File: src/rtl/instr_fetch_issue.sv
// Fetch-and-issue front end: walks the PC through instruction memory, latches
// each word into IR and presents its decoded fields downstream until accepted.
module instr_fetch_issue #(
  parameter int                ADDR_W   = 8,
  parameter logic [ADDR_W-1:0] RESET_PC = '0,
  parameter int                TIMEOUT  = 16
) (
  input  logic              clk,
  input  logic              rst,
  input  logic              start,
  output logic              imem_req,
  output logic [ADDR_W-1:0] imem_addr,
  input  logic              imem_valid,
  input  logic [15:0]       imem_rdata,
  output logic              issue_valid,
  input  logic              issue_ready,
  output logic [2:0]        opcode,
  output logic [2:0]        rd,
  output logic [2:0]        rs1,
  output logic [2:0]        rs2,
  output logic [ADDR_W-1:0] pc,
  output logic              busy,
  output logic              halted,
  output logic              fetch_err,
  output logic [15:0]       instr_count
);

  localparam int              CNT_W    = (TIMEOUT > 1) ? $clog2(TIMEOUT) : 1;
  localparam logic [CNT_W-1:0] CNT_LAST = CNT_W'(TIMEOUT - 1);

  typedef enum logic [1:0] {
    S_IDLE,
    S_FETCH,
    S_ISSUE,
    S_HALT
  } state_t;

  state_t            state, state_nxt;
  logic [ADDR_W-1:0] pc_q, pc_nxt;
  logic [15:0]       ir_q, ir_nxt;
  logic [CNT_W-1:0]  cnt_q, cnt_nxt;
  logic              err_q, err_nxt;
  logic [15:0]       count_q, count_nxt;
  logic              req_q, vld_q, busy_q, halted_q;

  function automatic logic [15:0] sat_inc16(input logic [15:0] v);
    return (v == 16'hFFFF) ? v : v + 16'd1;
  endfunction

  function automatic logic is_halt(input logic [15:0] w);
    return (w[3:0] == 4'hF);
  endfunction

  always_comb begin
    state_nxt = state;
    pc_nxt    = pc_q;
    ir_nxt    = ir_q;
    cnt_nxt   = cnt_q;
    err_nxt   = err_q;
    count_nxt = count_q;
    case (state)
      S_IDLE: begin
        if (start) begin
          state_nxt = S_FETCH;
          cnt_nxt   = '0;
        end
      end
      S_FETCH: begin
        // A word arriving on the timeout cycle takes priority over the error.
        if (imem_valid) begin
          ir_nxt    = imem_rdata;
          pc_nxt    = pc_q + ADDR_W'(1);
          state_nxt = is_halt(imem_rdata) ? S_HALT : S_ISSUE;
        end else if (cnt_q == CNT_LAST) begin
          state_nxt = S_HALT;
          err_nxt   = 1'b1;
        end else begin
          cnt_nxt = cnt_q + CNT_W'(1);
        end
      end
      S_ISSUE: begin
        if (issue_ready) begin
          state_nxt = S_FETCH;
          cnt_nxt   = '0;
          count_nxt = sat_inc16(count_q);
        end
      end
      S_HALT: begin
        state_nxt = S_HALT;
      end
      default: begin
        state_nxt = S_IDLE;
      end
    endcase
  end

  // State register; handshake/status flags registered from the next state.
  always_ff @(posedge clk or posedge rst) begin
    if (rst) begin
      state    <= S_IDLE;
      pc_q     <= RESET_PC;
      ir_q     <= '0;
      cnt_q    <= '0;
      err_q    <= 1'b0;
      count_q  <= '0;
      req_q    <= 1'b0;
      vld_q    <= 1'b0;
      busy_q   <= 1'b0;
      halted_q <= 1'b0;
    end else begin
      state    <= state_nxt;
      pc_q     <= pc_nxt;
      ir_q     <= ir_nxt;
      cnt_q    <= cnt_nxt;
      err_q    <= err_nxt;
      count_q  <= count_nxt;
      req_q    <= (state_nxt == S_FETCH);
      vld_q    <= (state_nxt == S_ISSUE);
      busy_q   <= (state_nxt == S_FETCH) || (state_nxt == S_ISSUE);
      halted_q <= (state_nxt == S_HALT);
    end
  end

  assign imem_req    = req_q;
  assign imem_addr   = pc_q;
  assign pc          = pc_q;
  assign issue_valid = vld_q;
  assign opcode      = ir_q[15:13];
  assign rd          = ir_q[12:10];
  assign rs1         = ir_q[9:7];
  assign rs2         = ir_q[6:4];
  assign busy        = busy_q;
  assign halted      = halted_q;
  assign fetch_err   = err_q;
  assign instr_count = count_q;

endmodule

File: config.mk
export PLATFORM = sky130hd
export DESIGN_NAME = instr_fetch_issue
export DESIGN_NICKNAME = d
export VERILOG_FILES = /design/src/rtl/instr_fetch_issue.sv
export SDC_FILE = /design/constraint.sdc
export NUM_CORES = 1
export LEC_CHECK = 0
export ABC_CLOCK_PERIOD_IN_PS = 2100
export CAP_MARGIN = 0
export CORE_UTILIZATION = 46
export CTS_BUF_LIST = sky130_fd_sc_hd__clkbuf_16
export DETAILED_ROUTE_END_ITERATION = 8
export GPL_TIMING_DRIVEN = 0
export HOLD_SLACK_MARGIN = 0.12
export PLACE_DENSITY_LB_ADDON = 0.25
export SKIP_LAST_GASP = 1
export SYNTH_ARGS = -nofsm -noshare
export SYNTH_HDL_FRONTEND = slang
export SYNTH_SLANG_ARGS = --single-unit
File: constraint.sdc
create_clock -name clk -period 2.1 [get_ports clk]
set_clock_uncertainty 0.1 [all_clocks]
set_input_delay 0.21 -clock clk [delete_from_list [all_inputs] [get_ports clk]]
set_output_delay 0.21 -clock clk [all_outputs]
set_load 0.05 [all_outputs]
[Word-level counts from Yosys, hierarchy flattened]
Cells that the tools add are included.
Storage, ports and cells
  flip-flop bits (word level): 51
  output and inout bits: 49
  logic and storage cells: 46
Operators by class
  add/subtract/negate cells: 3
  equal/unequal tests: 13
  mux-type cells: 11
  bitwise operators: 2
  reductions and logical operators: 7
Operators by type and width (count)
  adder 16 x 1 -> 16 bit (second input constant): 1
  equality test 16 bit (second input constant): 1
  two-way mux 4 bit: 4
  case mux 4 bit (3 select lines): 1
  adder 8 x 1 -> 8 bit (second input constant): 1
  equality test 2 bit (second input constant): 4
  equality test 4 bit (second input constant): 2
  two-way mux 2 bit: 4
  inequality test 2 bit (second input constant): 4
  case mux 2 bit (4 select lines): 1
  AND reduction 3 bit: 2
  AND reduction 5 bit: 1
  adder 4 x 1 -> 4 bit (second input constant): 1
  equality test 2 x 1 -> 1 bit (second input constant): 2
  nonzero test 3 bit: 1
  zero test 2 bit: 1
  NOT 1 bit: 2
  AND reduction 2 bit: 1
  logical OR 1 bit: 1
  two-way mux 1 bit: 1

[Depth between registers and ports, before layout]
  depth in word-level cells: 6
  depth in mapped cells: 5
  gate-level depth less buffers: 5

[Worst setup path before layout]
Ideal clock, no wire load.
  path type: register to register
  start point: register count_q[0] (netlist: instr_count[0])
  end point: register count_q[1] (netlist: instr_count[1])
  library setup time: 128 ps
  data arrival time: 1854 ps
  data required time: 1872 ps
  setup slack: 18 ps
  stages on the path, launching flop included: 6
  period minus slack after synthesis: 2082 ps
  cell sequence: dfrtp_1 ha_1 inv_1 nor3b_4 a21oi_2 mux2_1
Between the ends
  cells in the longest elaborated chain, start to end: 3
Ends and longest elaborated chain
  start, declared: RTL line 43  | logic [15:0] count_q, count_nxt;
  start signal, assigned: RTL line 116  | count_q <= count_nxt;
  parallel branches: the longest is 3 deep, another holds adder 16 x 1 -> 16 bit
Several ways; the timed one is not identified.
A chain may end at the register's enable or synchronous reset.

[Worst setup path after layout]
  start point: register pc_q[0] (netlist: imem_addr[0])
  end point: output port pc[0]
RTL lines
  start, declared: RTL line 39  | logic [ADDR_W-1:0] pc_q, pc_nxt;
  start signal, assigned: RTL line 112  | pc_q <= pc_nxt;
  end, declared: RTL line 21  | output logic [ADDR_W-1:0] pc,
No word-level cell between the ends.

==> results.toml <==
[timing]
drv_slew = 0
hold_viol = 0
fin_ws_ns = 0.1031
slew_headroom_pct = 63.07
fmax_ghz = 0.5008
setup_viol = 0
rsz0062_at_grt = "no"
final.period_utilization_pct = 95.09
worst-slew-pin-transition_ns = 0.5497
min_period_ns = 1.997

[clock_tree]
clk_path_buf_depth = 2
htree_num_levels = 2
cts_tree = "built"
cts_root_buf = "clkbuf_16"
cts_buffers = 5
path_clk_slew_ns = 0.06
clock_sinks = 47
clock_latency_ns = 0.28
cts_setup_buffers = 0

[placed_design]
hpwl_mm = 3.355
pre_cts_ws_ns = -0.05045
portBuffers = 69
gp_congestion = 0.8261

[drt]
wirelength_mm = 4.608
wl_per_cell_um = 13.84
vias = 1729
drc = 0
drtPass1Iterations = 6
via_per_inst = 5.192
first_iter_violations = 109
antenna_left = 0

[yosys]
ys_seq_area_share_pct = 53.96
synth_edf_count = 0
ys_ff_latch = 47
synthArstFlopShare_pct = 100.0
ys_warn_count = 0
syn_avg_cell_area_sq_um = 10.74
synth-main-ff-cell = "dfrtp_1"
syn_area_sq_mm = 0.002180
syn_nets = 230
synthCells = 203
synth_cell_types = 37

[die]
fp-row-count = 24
die_h_um = 70.84
die_w_um = 70.84
die_area_sq_mm = 0.005018
initial_core_util_pct = 49.04
io_pins = 70
core-area_sq_mm = 0.004444

[global_route]
antenna_found_initial = 0
grtUsageTotal_pct = 19.72
grt_pass1_vias = 1650
grt-ovfl-total = 0
grt_max_degree = 43
grt_pass1_wl_mm = 7.665

[final_layout]
final_cell_mix = "clkdlybuf4s50_1, dfrtp_1, nand2_1, xor2_1"
area_growth_pct = 42.25
fin_nets = 308
antenna_cells = 0
layout-drive-gt1-share_pct = 8.897
fillers = 345
layout.cells.most_common = "clkdlybuf4s50_1"

[critical_path]
end_kind = "output port"
worstPathCellList = "buf_4 > clkdlybuf4s50_1"
cp_data_required_time_ns = 1.79
critical_path.top_delay_family = "buffers and inverters"
cp.arrival_ns = 1.69
path_buf_inv = 2
cp_max_fo = 7
critical_path_class = "reg2out"
cpMaxStageDelayCell = "clkdlybuf4s50_1"
cpPeakStageDelay_ns = 0.78
cp-start-kind = "flip-flop"

[power]
leakage_nw = 1.500
p_total_mw = 3.999
power_density_mw_per_mm2 = 1290
max-vdd-ir-drop_uv = 850.3

[min_path]
hp-class = "in2reg"

[status]
status = "finished clean"

[job]
cap_violations = 0
worst reg2reg max path, cell delays in order (launching register included):
cell	delay (ns)
dfrtp_1	0.47
ha_1	0.25
inv_1	0.10
nor3b_4	0.48
a21oi_2	0.14
mux2_1	0.32
cell type report:
class / count / area [sq um] / share of cell area [%]
sequential: 47 / 1176 / 37.93
inverter: 9 / 33.78 / 1.090
tap: 52 / 65.06 / 2.098
timing repair buffer: 71 / 720.7 / 23.24
buffer: 12 / 77.57 / 2.502
multi-input combinational: 135 / 893.4 / 28.81
clock buffer: 5 / 125.1 / 4.036
clock inverter: 2 / 8.758 / 0.2825
power by group:
part / internal, mW / switching (mW) / leakage (nW)
clock network: 0.428 / 0.305 / 0.0671
registers: 1.14 / 0.228 / 0.597
logic: 0.661 / 1.23 / 0.836
cells by family after synthesis:
kind of cell,share of synthesized area [%]
flops,53.96
simple gates,19.63
xor+xnor,8.841
compound gates,7.119
fa+ha+maj,3.444
buf+inv,5.051
mux,1.952
cell usage after synthesis, types with 3 or more instances:
cell type,n,share of area (%)
a211oi_1,5,1.7
nor3_1,5,1.1
buf_4,8,2.8
ha_1,6,3.4
dfrtp_1,47,54
nand2_1,46,7.9
xor2_1,13,5.2
nand4_1,7,2.0
xnor2_1,9,3.6
inv_1,9,1.5
nor2b_1,3,0.86
clkbuf_1,3,0.52
and4_1,3,1.2
nor2_1,3,0.52
nand3_1,9,2.1
sequential cells by signal, summed over array words and instances (netlist names):
register / flops
instr_count: 16
ir_q: 12
imem_addr: 8
cnt_q: 4
state: 2
busy: 1
fetch_err: 1
halted: 1
imem_req: 1
issue_valid: 1
per-stage QoR:
stage	utilization [%]	hold WS [ns]	setup TNS (ns)	area, sq um	instances
floorplan	-	0.2154	0	2180	203
global placement	66.05	0.3475	-11.75	2935	324
detailed placement	66.50	0.3282	-0.2487	2955	325
CTS	69.74	0.3532	0	3099	333
global route	69.76	0.3717	0	3100	333
finish	69.76	0.3580	0	3100	333
layer usage:
metal  share of wire, %  global-route usage [%]  vias up  wire length, um
li1                   -                       -      842                -
met4                1.7                   8.222        0               80
met5                  0                       0        -                0
met2                 48                   31.94       43             2217
met1                 46                   25.49      837             2097
met3                4.6                   4.843        7              214
final timing paths:
| path | startpoint | to | slack [ns] | cells after the start |
|---|---|---|---|---|
| max | imem_addr[0]$_DFFE_PP0P_ | pc[0] | 0.10 | 2 |
| min | imem_rdata[8] | ir_q[8]$_DFFE_PP0P_ | 0.36 | 3 |
| max reg2reg | instr_count[0]$_DFFE_PP0P_ | instr_count[1]$_DFFE_PP0P_ | 0.12 | 5 |
| min reg2reg | fetch_err$_DFFE_PP0P_ | fetch_err$_DFFE_PP0P_ | 0.37 | 1 |
| max in group asynchronous | rst | state[1]$_DFF_PP0_ | 0.88 | 4 |
| min in group asynchronous | rst | busy$_DFF_PP0_ | 0.59 | 3 |
repair_timing:
item / in CTS / in global routing
gates resized for setup: 0 / 2
endpoints found under the setup margin: 0 / 1
hold buffers: 1 / 0
hold endpoints to repair: 5 / 0
No activity file was read; power rests on OpenSTA's default activity.
